File: src/rtl/dbg_bus_arb_pkg.sv
// rtl/dbg_bus_arb_pkg.sv - shared widths and FSM encodings for the debug bus arbiter
package dbg_bus_arb_pkg;

  localparam int RV32_ADDR_WIDTH = 32;
  localparam int RV32_DATA_WIDTH = 32;

  typedef enum logic [1:0] {
    DBG_ARB_IDLE  = 2'd0,
    DBG_ARB_JREQ  = 2'd1,
    DBG_ARB_JRESP = 2'd2,
    DBG_ARB_JLOW  = 2'd3
  } dbg_arb_state_e;

endpackage

File: src/rtl/dbg_req_capture.sv
// rtl/dbg_req_capture.sv - rising-edge detect on the DM request level and pending-request latch
module dbg_req_capture #(
  parameter int ADDR_W = 32,
  parameter int DATA_W = 32
) (
  input  logic              clk,
  input  logic              rst,
  input  logic              i_vld,
  input  logic [ADDR_W-1:0] i_addr,
  input  logic              i_wr_en,
  input  logic [DATA_W-1:0] i_wr_data,
  input  logic              i_accept,
  output logic              o_new_req,
  output logic [ADDR_W-1:0] o_addr,
  output logic              o_wr_en,
  output logic [DATA_W-1:0] o_wr_data
);

  logic              r_vld_q;
  logic [ADDR_W-1:0] r_addr;
  logic              r_wr_en;
  logic [DATA_W-1:0] r_wr_data;
  logic              w_edge;

  // Edges are only taken while the arbiter is idle, so the pending fields stay stable mid-access.
  assign w_edge    = i_vld & ~r_vld_q;
  assign o_new_req = w_edge & i_accept;

  always_ff @(posedge clk) begin
    if (rst) begin
      r_vld_q   <= 1'b0;
      r_addr    <= '0;
      r_wr_en   <= 1'b0;
      r_wr_data <= '0;
    end else begin
      r_vld_q <= i_vld;
      if (o_new_req) begin
        r_addr    <= i_addr;
        r_wr_en   <= i_wr_en;
        r_wr_data <= i_wr_data;
      end
    end
  end

  assign o_addr    = r_addr;
  assign o_wr_en   = r_wr_en;
  assign o_wr_data = r_wr_data;

endmodule

File: src/rtl/dbg_bus_arb.sv
// rtl/dbg_bus_arb.sv - two-master arbiter sharing the data-memory port between core LSU and JTAG DM
module dbg_bus_arb
  import dbg_bus_arb_pkg::*;
#(
  parameter int ADDR_W = RV32_ADDR_WIDTH,
  parameter int DATA_W = RV32_DATA_WIDTH
) (
  input  logic                clk,
  input  logic                rst,
  input  logic                i_core_req,
  input  logic [ADDR_W-1:0]   i_core_addr,
  input  logic                i_core_wr_en,
  input  logic [DATA_W-1:0]   i_core_wr_data,
  input  logic [DATA_W/8-1:0] i_core_wr_strb,
  output logic                o_core_gnt,
  output logic                o_core_stall,
  output logic                o_core_rd_vld,
  output logic [DATA_W-1:0]   o_core_rd_data,
  input  logic                i_jtag_bus_vld,
  input  logic [ADDR_W-1:0]   i_jtag_mem_addr,
  input  logic                i_jtag_mem_wr_en,
  input  logic [DATA_W-1:0]   i_jtag_mem_wr_data,
  output logic [DATA_W-1:0]   o_jtag_mem_rd_data,
  output logic                o_jtag_bus_done,
  output logic                o_mem_req,
  output logic                o_mem_we,
  output logic [ADDR_W-1:0]   o_mem_addr,
  output logic [DATA_W-1:0]   o_mem_wdata,
  output logic [DATA_W/8-1:0] o_mem_strb,
  input  logic                i_mem_rdy,
  input  logic [DATA_W-1:0]   i_mem_rdata
);

  dbg_arb_state_e    r_state, w_next_state;
  logic              w_new_req;
  logic [ADDR_W-1:0] w_pend_addr;
  logic              w_pend_we;
  logic [DATA_W-1:0] w_pend_wdata;
  logic              w_jtag_owns;
  logic              w_accept;
  logic              w_jtag_rd_ret;
  logic              r_owner_jtag;
  logic              r_rd_flag;
  logic [DATA_W-1:0] r_jtag_rd_data;

  dbg_req_capture #(
    .ADDR_W (ADDR_W),
    .DATA_W (DATA_W)
  ) u_capture (
    .clk       (clk),
    .rst       (rst),
    .i_vld     (i_jtag_bus_vld),
    .i_addr    (i_jtag_mem_addr),
    .i_wr_en   (i_jtag_mem_wr_en),
    .i_wr_data (i_jtag_mem_wr_data),
    .i_accept  (r_state == DBG_ARB_IDLE),
    .o_new_req (w_new_req),
    .o_addr    (w_pend_addr),
    .o_wr_en   (w_pend_we),
    .o_wr_data (w_pend_wdata)
  );

  always_ff @(posedge clk) begin
    if (rst) r_state <= DBG_ARB_IDLE;
    else     r_state <= w_next_state;
  end

  always_comb begin
    w_next_state = r_state;
    case (r_state)
      DBG_ARB_IDLE:  if (w_new_req) w_next_state = DBG_ARB_JREQ;
      DBG_ARB_JREQ:  if (i_mem_rdy) w_next_state = DBG_ARB_JRESP;
      DBG_ARB_JRESP: w_next_state = DBG_ARB_JLOW;
      DBG_ARB_JLOW:  if (!i_jtag_bus_vld) w_next_state = DBG_ARB_IDLE;
      default:       w_next_state = DBG_ARB_IDLE;
    endcase
  end

  always_comb begin
    w_jtag_owns     = (r_state == DBG_ARB_JREQ);
    o_jtag_bus_done = (r_state == DBG_ARB_JRESP);
    o_mem_req       = i_core_req;
    o_mem_we        = i_core_wr_en;
    o_mem_addr      = i_core_addr;
    o_mem_wdata     = i_core_wr_data;
    o_mem_strb      = i_core_wr_strb;
    if (w_jtag_owns) begin
      o_mem_req   = 1'b1;
      o_mem_we    = w_pend_we;
      o_mem_addr  = w_pend_addr;
      o_mem_wdata = w_pend_wdata;
      o_mem_strb  = '1;
    end
    o_core_gnt   = i_core_req & i_mem_rdy & ~w_jtag_owns;
    o_core_stall = i_core_req & ~o_core_gnt;
  end

  // Returning data is routed by who owned the port when the read was accepted, not by current state.
  assign w_accept      = o_mem_req & i_mem_rdy;
  assign w_jtag_rd_ret = r_rd_flag & r_owner_jtag;

  always_ff @(posedge clk) begin
    if (rst) begin
      r_owner_jtag   <= 1'b0;
      r_rd_flag      <= 1'b0;
      r_jtag_rd_data <= '0;
    end else begin
      r_owner_jtag <= w_jtag_owns;
      r_rd_flag    <= w_accept & ~o_mem_we;
      if (w_jtag_rd_ret) r_jtag_rd_data <= i_mem_rdata;
    end
  end

  assign o_core_rd_vld      = r_rd_flag & ~r_owner_jtag;
  assign o_core_rd_data     = i_mem_rdata;
  assign o_jtag_mem_rd_data = w_jtag_rd_ret ? i_mem_rdata : r_jtag_rd_data;

endmodule
File: config.mk
export PLATFORM = sky130hd
export DESIGN_NAME = dbg_bus_arb
export DESIGN_NICKNAME = d
export VERILOG_FILES = /design/src/rtl/dbg_bus_arb_pkg.sv /design/src/rtl/dbg_req_capture.sv /design/src/rtl/dbg_bus_arb.sv
export SDC_FILE = /design/constraint.sdc
export NUM_CORES = 1
export LEC_CHECK = 0
export CORE_ASPECT_RATIO = 0.9
export CORE_MARGIN = 4
export CORE_UTILIZATION = 40
export DETAILED_ROUTE_END_ITERATION = 12
export HOLD_SLACK_MARGIN = 0.05
export PLACE_DENSITY = 0.86
export SYNTH_ARGS = -nofsm -noshare
export SYNTH_HDL_FRONTEND = slang
export SYNTH_SLANG_ARGS = --single-unit
File: constraint.sdc
create_clock -name clk -period 3.47 [get_ports clk]
set_clock_uncertainty 0.05 [all_clocks]
set_input_delay 0.5205 -clock clk [delete_from_list [all_inputs] [get_ports clk]]
set_output_delay 0.5205 -clock clk [all_outputs]
set_load 0.05 [all_outputs]
==> parameters.txt, run 1 <==
Parameter                              Value

Status
  Outcome    finished, final reports clean

Timing
  Worst slew margin    30.1%
  Setup repair after global routing missed its margin    no
  Worst path setup slack after routing    0.222 ns
  Fmax    0.308 GHz
  Post-layout minimum cycle time    3.25 ns
  Sum of negative setup slack    0 ns
  Worst Tran Pin Value    1.05 ns
  Final Hold Vio Count    0
  Count of final max-slew check failures    0
  # setup viols final    0
  Period Utilization, post-route    93.6%

Layout
  Most common library cell in the layout ignoring fill and taps    clkdlybuf4s50_1
  Synth-to-layout area growth    64.0%
  Commonest non-fill, non-tap cells in the layout    clkdlybuf4s50_1, nand2_1, dfxtp_1, mux2_2, a21oi_1
  Post-layout util    67.3%
  Ratio of cells with drive above 1 in the final layout    16.2%
  Inserted Diodes    0
  Final net count    959

Power and ir drop
  Total Power    5.07 mW
  Switching power share of the total    42.7%
  Combinational share of power    53.9%
  Sequential cell fraction of total power    27.3%
  Power Dens Cells    621 nW/um^2
  Int Pwr    2.91 mW
  Share of total power in the clock network    18.7%
  Peak supply drop    0.413 mV
  Lkg Pwr    3.17 nW
  Switching Power    2.16 mW

Synthesis
  Syn Nets    702
  Cells taking the most area after synthesis    dfxtp_1, mux2_2, nand2_1
  Synthesized netlist cell count    525
  Ys flop type    dfxtp_1
  Cell type with the highest aggregate area in the netlist    dfxtp_1
  Ys async rst share    0%
  Fraction of synthesized cell area taken by the top area cell type    41.0%
  Share of the yosys chip area belonging to registers    41.0%
  Number of enable flip-flop cells after synthesis    0
  Number of distinct library cells after synthesis    23
  Number of register bits inferred by synthesis    102
  Post-synthesis cell area    4970 sq um
  Avg Synthesized Cell Area    9.48 sq um
  Yosys warning count    0

Global routing
  Global routing usage on met1    22.2%
  Combined global-route utilization of all metal layers    21.4%
  Number of antenna violations at the first check in global routing    0
  Vias in the first global route    4921
  Global-route wire length before repair    24700 microns
  Most heavily used metal layer in global routing    met2
  Largest net degree at the start of global routing    105
  Met2 Track Usage GR    41.4%
  Total grt overflow    0
  M3 GR Usage    6.41%

Die
  Effective utilization at floorplan    41.0%
  Die Width    126 microns
  Placement row count    38
  Count of boundary I/O pins    309
  Die Y-Extent    114 microns
  Area of the die    14300 sq um
  Standard cell core area    12100 sq um

Worst setup path
  Peak fanout along the critical path    41
  Data arrival at the endpoint of the critical path    2.68 ns
  Critical path launch point type    register
  WS Path Type    register to primary output
  Worst setup EP type    primary output
  CP Data Required Time    2.90 ns

Clocking
  Clock latency on the worst-skew pair    0.33 ns
  Number of post-CTS setup repair buffers    0
  Post-CTS sizing    0
  Number of buffers created by CTS    9
  Clock sinks    102
  Maximum clock path buffer count    2
  H-tree levels    3
  Number of buffers inserted for hold repair after clock tree synthesis    0
  CTS root buffer    clkbuf_16
  TritonCTS clock tree    done
  Clock edge transition at the registers on the reported setup and hold paths    0.06 ns

Routing
  Count of TritonRoute iterations in the first routing pass    4
  Total number of vias    4537
  Remaining design rule violation count    0
  Number of vias per cell after detailed routing    4.80
  First-iteration detailed-routing DRC count    192
  Routed wire per std cell    16.9 microns
  Routed Antenna Nets    0
  Detailed Route WL    16000 microns

Placed design
  Count of input and output buffers    308
  Routability Congestion    0.829
  Post-detailed-placement half-perimeter wirelength    12400 microns
  Setup slack after placement    0.555 ns

Flow run
  Max-cap check violation count    0

Hold path
  Worst min path class    register to register
-- critical path: stages, from the launching register on --
cell and delay (ns):
dfxtp_1 0.34, inv_1 0.16, ha_4 0.45, buf_12 0.30, mux2_2 0.37, clkdlybuf4s50_1 0.71
-- routing by layer --
layer  up-vias  part of all wire (%)
met2       203                    54
met3        26                   7.5
li1       2208                     -
met1      2100                    37
met4         0                   2.0
met5         -                     0
-- stage by stage --
stage	instances	hold slack, ns	cell area [sq um]
after global routing	946	0.422	8160
after detailed placement	931	0.398	7870
after floorplan	525	0.383	4970
after global placement	931	0.389	7870
after CTS	946	0.407	8160
final	946	0.405	8160
-- area by class of cell --
| class | instances | area, sq um |
|---|---|---|
| Fill cell | 947 | 3970 |
| Timing Repair Buffer | 314 | 3150 |
| Multi-Input combinational cell | 352 | 2470 |
| Sequential cell | 102 | 2040 |
| Clock buffer | 11 | 253 |
| Tap cell | 160 | 200 |
| Clock inverter | 4 | 32.5 |
| Inverter | 3 | 11.3 |
-- power by group through the flow --
| stage | logic (mW) | registers (mW) | clock network [mW] |
|---|---|---|---|
| finish | 2.73 | 1.38 | 0.949 |
| global route | 2.88 | 1.40 | 1.03 |
| CTS | 2.76 | 1.38 | 0.970 |
| detailed placement | 2.75 | 1.41 | 0 |
| global placement | 2.70 | 1.40 | 0 |
| floorplan | 1.92 | 1.38 | 0 |
-- logic make-up (layout without fill, tap and decap cells) --
logic type      Yosys count  after routing  share of synthesized area [%]
simple gates            179            179                           16.1
compound gates           68             68                           7.04
fa+ha+maj                 6              6                           1.51
flops                   102            102                           41.0
buf+inv                  71            332                           9.58
mux                      99             99                           24.7
-- synthesized netlist by cell type, types with 5 or more instances --
cell type  count
nand2_1      130
dfxtp_1      102
mux2_2        66
a21oi_1       65
nor2b_1       35
buf_4         33
mux2_4        31
buf_2         15
clkbuf_1      11
buf_6          9
ha_1           6
or2_2          5
-- registers in the layout (all words and copies together), names as in the netlist --
register,flops
u_capture.r_vld_q,1
u_capture.o_addr,32
r_owner_jtag,1
u_capture.o_wr_en,1
u_capture.o_wr_data,32
r_rd_flag,1
r_jtag_rd_data,32
r_state,2
-- worst paths after layout --
| kind | from | to | slack [ns] | depth (start not counted) |
|---|---|---|---|---|
| max | r_state[1]$_SDFFE_PP0P_ | o_mem_addr[13] | 0.22 | 5 |
| min | u_capture.o_wr_data[21]$_SDFFE_PP0P_ | u_capture.o_wr_data[21]$_SDFFE_PP0P_ | 0.41 | 2 |
| max reg2reg | r_state[1]$_SDFFE_PP0P_ | r_rd_flag$_SDFF_PP0_ | 1.16 | 5 |
| min reg2reg | u_capture.o_wr_data[21]$_SDFFE_PP0P_ | u_capture.o_wr_data[21]$_SDFFE_PP0P_ | 0.41 | 2 |
No activity file was read; power rests on OpenSTA's default activity.
==> run 2, diff against run 1 <==
--- a/config.mk
+++ b/config.mk
@@ -6,11 +6,12 @@
 export NUM_CORES = 1
 export LEC_CHECK = 0
 export CORE_ASPECT_RATIO = 0.9
-export CORE_MARGIN = 4
+export CORE_MARGIN = 3
 export CORE_UTILIZATION = 40
 export DETAILED_ROUTE_END_ITERATION = 12
 export HOLD_SLACK_MARGIN = 0.05
 export PLACE_DENSITY = 0.86
+export RECOVER_POWER = 50
 export SYNTH_ARGS = -nofsm -noshare
 export SYNTH_HDL_FRONTEND = slang
 export SYNTH_SLANG_ARGS = --single-unit
==> parameters.txt, run 2 (synthesis results as in run 1) <==
Parameter                              Value

Clocking
  Number of post-CTS setup repair buffers    0
  Clock sinks    102
  Maximum clock path buffer count    2
  Number of buffers inserted for hold repair after clock tree synthesis    0
  CTS root buffer    clkbuf_16
  Post-CTS sizing    0
  H-tree levels    3
  Clock edge transition at the registers on the reported setup and hold paths    0.07 ns
  Number of buffers created by CTS    9
  Clock latency on the worst-skew pair    0.35 ns
  TritonCTS clock tree    done

Layout
  Most common library cell in the layout ignoring fill and taps    clkdlybuf4s50_1
  Post-layout util    67.4%
  Synth-to-layout area growth    64.2%
  Inserted Diodes    0
  Final net count    960
  Ratio of cells with drive above 1 in the final layout    15.9%
  Commonest non-fill, non-tap cells in the layout    clkdlybuf4s50_1, nand2_1, dfxtp_1, mux2_2, a21oi_1
  Fill cell instance count of the final layout    906

Placed design
  Routability Congestion    0.810
  Post-detailed-placement half-perimeter wirelength    11500 microns
  Count of input and output buffers    308

Power and ir drop
  Lkg Pwr    3.18 nW
  Peak supply drop    0.399 mV
  Switching Power    2.16 mW
  Share of total power in the clock network    20.2%
  Combinational share of power    52.9%
  Switching power share of the total    42.0%
  Power Dens Cells    629 nW/um^2
  Int Pwr    2.98 mW
  Sequential cell fraction of total power    26.9%

Worst setup path
  WS Path Type    register to primary output
  Register-to-register path setup slack    0.62 ns
  Critical path launch point type    register
  Worst setup EP type    primary output
  CP Data Required Time    2.90 ns
  Peak fanout along the critical path    21
  Data arrival at the endpoint of the critical path    2.61 ns

Routing
  Number of vias per cell after detailed routing    4.82
  Detailed Route WL    15200 microns
  Uppermost metal layer occupied by signal nets    met4
  First-iteration detailed-routing DRC count    223
  DR WL met2    7830 microns
  Remaining design rule violation count    0
  Total number of vias    4565
  Routed wire per std cell    16.1 microns
  Met3 wire length    1390 microns
  Routed metal-1 wire length    5670 microns
  Count of TritonRoute iterations in the first routing pass    5
  Routed Antenna Nets    0

Hold path
  Worst min path class    register to register

Timing
  # setup viols final    0
  Fmax    0.315 GHz
  Final Hold Vio Count    0
  Worst Tran Pin Value    2.07 ns
  Sum of negative setup slack    0 ns
  Post-layout minimum cycle time    3.18 ns
  Worst slew margin    -38.2%
  Count of final max-slew check failures    105
  Setup repair after global routing missed its margin    no
  Period Utilization, post-route    91.6%

Global routing
  Vias in the first global route    4569
  Global-route wire length before repair    23300 microns
  Combined global-route utilization of all metal layers    21.6%
  Number of antenna violations at the first check in global routing    0
  Largest net degree at the start of global routing    105
  Total grt overflow    0

Status
  Outcome    complete, but fails checks
  Failing checks    max-capacitance violations, max-slew violations

Die
  Effective utilization at floorplan    41.0%
  Standard cell core area    12100 sq um
  Die Y-Extent    112 microns
  Placement row count    38
  Die Width    124 microns
  Area of the die    13800 sq um
  Count of boundary I/O pins    309

Flow run
  Max-cap check violation count    1
[run 2: changes by cell type in the layout (fill, tap and decap cells not counted)]
| cell | previous run | this run |
|---|---|---|
| clkinv_4 | 2 | 0 |
| dlygate4sd3_1 | 0 | 18 |
| clkbuf_2 | 0 | 1 |
| buf_4 | 5 | 4 |
| and3b_2 | 1 | 0 |
| inv_6 | 0 | 1 |
| clkbuf_1 | 0 | 3 |
| and3b_1 | 0 | 1 |
| clkdlybuf4s50_1 | 307 | 289 |
| buf_12 | 2 | 1 |
| bufinv_16 | 0 | 1 |
[run 2: layer usage]
| layer | vias to the layer above | GRT usage, % |
|---|---|---|
| met3 | 30 | 7.57 |
| met4 | 0 | 8.34 |
| met2 | 216 | 38.4 |
| met5 | - | 0 |
| li1 | 2215 | - |
| met1 | 2104 | 23.1 |
[run 2: final timing paths]
check,from,endpoint,depth (start not counted)
hold reg to reg,u_capture.o_wr_data[12]$_SDFFE_PP0P_,u_capture.o_wr_data[12]$_SDFFE_PP0P_,2
setup / recovery,r_state[1]$_SDFFE_PP0P_,o_mem_wdata[18],5
setup reg to reg,r_state[1]$_SDFFE_PP0P_,u_capture.o_addr[8]$_SDFFE_PP0P_,6
hold / removal,u_capture.o_wr_data[12]$_SDFFE_PP0P_,u_capture.o_wr_data[12]$_SDFFE_PP0P_,2
[run 2: power groups by stage]
stage / registers, mW / clock network [mW] / logic (mW)
floorplan: 1.38 / 0 / 1.92
global placement: 1.40 / 0 / 2.68
detailed placement: 1.41 / 0 / 2.73
CTS: 1.38 / 1.07 / 2.74
global route: 1.40 / 1.10 / 2.86
finish: 1.38 / 1.04 / 2.71
[run 2: area by class of cell]
cell class	instances	area, sq um	share of cell area (%)
clock buffers	12	256	3.14
clock inverters	4	53.8	0.659
inverters	3	11.3	0.138
multi-input cells	352	2470	30.2
flip-flops and latches	102	2040	25.0
well taps	160	200	2.45
repair buffers	315	3140	38.4
[run 2: worst max-delay path, stage by stage (launching register included)]
cell,delay (ns)
dfxtp_1,0.34
inv_1,0.16
ha_4,0.36
buf_4,0.30
mux2_2,0.37
clkdlybuf4s50_1,0.72
[run 2: per-stage QoR]
| step | power [mW] | worst slack (ns) | hold WS, ns | std cells | area, sq um |
|---|---|---|---|---|---|
| after global routing | 5.36 | 0.147 | 0.422 | 948 | 8170 |
| after global placement | 4.09 | 0.733 | 0.389 | 932 | 7870 |
| after CTS | 5.19 | 0.242 | 0.407 | 948 | 8180 |
| after detailed placement | 4.14 | 0.637 | 0.397 | 932 | 7870 |
| after floorplan | 3.30 | 1.09 | 0.383 | 525 | 4970 |
| final | 5.13 | 0.292 | 0.406 | 948 | 8170 |
==> run 3, diff against run 2 <==
--- a/config.mk
+++ b/config.mk
@@ -7,10 +7,10 @@
 export LEC_CHECK = 0
 export CORE_ASPECT_RATIO = 0.9
 export CORE_MARGIN = 3
-export CORE_UTILIZATION = 40
+export CORE_UTILIZATION = 37
 export DETAILED_ROUTE_END_ITERATION = 12
 export HOLD_SLACK_MARGIN = 0.05
-export PLACE_DENSITY = 0.86
+export PLACE_DENSITY = 0.81
 export RECOVER_POWER = 50
 export SYNTH_ARGS = -nofsm -noshare
 export SYNTH_HDL_FRONTEND = slang
==> constraint.sdc (replaced) <==
create_clock -name clk -period 3.1 [get_ports clk]
set_clock_uncertainty 0.05 [all_clocks]
set_input_delay 0.465 -clock clk [delete_from_list [all_inputs] [get_ports clk]]
set_output_delay 0.465 -clock clk [all_outputs]
set_load 0.05 [all_outputs]
==> parameters.txt, run 3 (synthesis results as in run 1) <==
Parameter                              Value

Timing
  Post-layout minimum cycle time    2.99 ns
  # setup viols final    0
  Fmax    0.335 GHz
  Period Utilization, post-route    96.3%
  Sum of negative setup slack    0 ns
  Worst Tran Pin Value    1.85 ns
  Final Hold Vio Count    0
  Worst slew margin    -23.0%
  Setup repair after global routing missed its margin    no
  Count of final max-slew check failures    92

Worst setup path
  Critical path launch point type    register
  Register-to-register path setup slack    1.29 ns
  Worst setup EP type    primary output
  CP Data Required Time    2.58 ns
  Critical path startpoint    r_state[1]$_SDFFE_PP0P_
  Cell depth of the worst flop-to-flop path    5
  Destination of the worst register-to-register timing path    r_rd_flag$_SDFF_PP0_
  Data arrival at the endpoint of the critical path    2.47 ns
  Peak fanout along the critical path    27
  WS Path Type    register to primary output
  R2r startpoint    r_state[1]$_SDFFE_PP0P_
  Capture point of the critical path    o_mem_wdata[11]

Clocking
  Clock edge transition at the registers on the reported setup and hold paths    0.06 ns
  CTS root buffer    clkbuf_16
  H-tree levels    3
  Clock latency on the worst-skew pair    0.33 ns
  TritonCTS clock tree    done
  Number of buffers created by CTS    9
  Maximum clock path buffer count    2
  Number of buffers inserted for hold repair after clock tree synthesis    0
  Clock sinks    102

Power and ir drop
  Combinational share of power    53.1%
  Peak supply drop    0.482 mV
  Lkg Pwr    3.25 nW
  Power Dens Cells    701 nW/um^2
  Switching power share of the total    42.3%
  Int Pwr    3.29 mW
  Switching Power    2.41 mW
  Share of total power in the clock network    19.7%
  Sequential cell fraction of total power    27.2%

Routing
  Routed Antenna Nets    0
  Remaining design rule violation count    0
  Detailed Route WL    15100 microns
  Total number of vias    4532
  Number of vias per cell after detailed routing    4.75
  First-iteration detailed-routing DRC count    140
  Count of TritonRoute iterations in the first routing pass    4
  Routed wire per std cell    15.9 microns

Status
  Outcome    complete, but fails checks
  Failing checks    max-capacitance violations, max-slew violations

Die
  Count of boundary I/O pins    309
  Area of the die    14900 sq um
  Die Width    128 microns
  Effective utilization at floorplan    38.5%
  Die Y-Extent    116 microns
  Standard cell core area    12900 sq um
  Placement row count    39

Layout
  Most common library cell in the layout ignoring fill and taps    clkdlybuf4s50_1
  Fill cell instance count of the final layout    1000
  Inserted Diodes    0
  Commonest non-fill, non-tap cells in the layout    clkdlybuf4s50_1, nand2_1, dfxtp_1, mux2_2, a21oi_1
  Synth-to-layout area growth    63.5%
  Final net count    964
  Ratio of cells with drive above 1 in the final layout    20.1%
  Non-Filler Cell Area, Final    8130 sq um

Flow run
  Max-cap check violation count    1

Global routing
  Largest net degree at the start of global routing    92
  Vias in the first global route    4499
  Global-route wire length before repair    22600 microns
  Total grt overflow    0
  Combined global-route utilization of all metal layers    19.0%
  Number of antenna violations at the first check in global routing    0

Placed design
  Routability Congestion    0.777
  Post-Place Cell Area    7840 sq um
  Count of input and output buffers    308
  Post-detailed-placement half-perimeter wirelength    11600 microns

Hold path
  Worst min path class    register to register
[run 3: stage by stage]
| stage | total power [mW] | setup slack [ns] | util (%) | hold WS (ns) | std cells |
|---|---|---|---|---|---|
| final | 5.70 | 0.115 | 62.9 | 0.405 | 955 |
| after global routing | 5.96 | 0.00189 | 62.9 | 0.423 | 955 |
| after CTS | 5.77 | 0.0843 | 62.9 | 0.405 | 955 |
| after detailed placement | 4.62 | 0.475 | 60.6 | 0.396 | 940 |
| after global placement | 4.58 | 0.539 | 60.6 | 0.391 | 940 |
| after floorplan | 3.69 | 0.773 | - | 0.383 | 525 |
[run 3: power groups by stage]
stage,combinational (mW),sequential (mW),clock [mW]
6_report,3.03,1.55,1.12
5_1_grt,3.18,1.56,1.22
4_1_cts,3.06,1.55,1.16
3_5_place_dp,3.05,1.57,0
3_3_place_gp,3.01,1.57,0
2_1_floorplan,2.15,1.54,0
[run 3: layout make-up]
type / instances / area, sq um / area share, %
inverters: 3 / 11.3 / 0.138
clock inverters: 5 / 60.1 / 0.738
flip-flops and latches: 102 / 2040 / 25.1
multi-input cells: 352 / 2460 / 30.2
well taps: 164 / 205 / 2.52
repair buffers: 319 / 3120 / 38.3
clock buffers: 10 / 239 / 2.94
[run 3: worst max-delay path, stage by stage, from the launching register on]
cell and delay (ns):
dfxtp_1 0.34, inv_1 0.13, ha_2 0.24, buf_4 0.33
mux2_2 0.38, clkdlybuf4s50_1 0.70
[run 3: worst min path at each step]
stage,start,to,slack (ns),depth (start not counted)
after floorplan,u_capture.o_addr[0]$_SDFFE_PP0P_,u_capture.o_addr[0]$_SDFFE_PP0P_,0.38,2
after global placement,u_capture.o_wr_data[28]$_SDFFE_PP0P_,u_capture.o_wr_data[28]$_SDFFE_PP0P_,0.39,2
after detailed placement,u_capture.o_addr[3]$_SDFFE_PP0P_,u_capture.o_addr[3]$_SDFFE_PP0P_,0.40,2
after CTS,u_capture.o_addr[3]$_SDFFE_PP0P_,u_capture.o_addr[3]$_SDFFE_PP0P_,0.40,2
after global routing,u_capture.o_wr_data[31]$_SDFFE_PP0P_,u_capture.o_wr_data[31]$_SDFFE_PP0P_,0.42,2
final,u_capture.o_addr[3]$_SDFFE_PP0P_,u_capture.o_addr[3]$_SDFFE_PP0P_,0.40,2
[run 3: layer usage]
layer | vias up | wire (microns) | global-route usage [%]
met1 | 2088 | 5870 | 21.1
met5 | - | 0 | 0
met3 | 21 | 1210 | 5.44
met4 | 0 | 236 | 5.37
met2 | 203 | 7830 | 35.3
li1 | 2220 | - | -
[run 3: timing repair]
| item | CTS | global route |
|---|---|---|
| setup endpoints to repair | 0 | 2 |
| resized for setup | 0 | 2 |
| setup buffers | 0 | 0 |
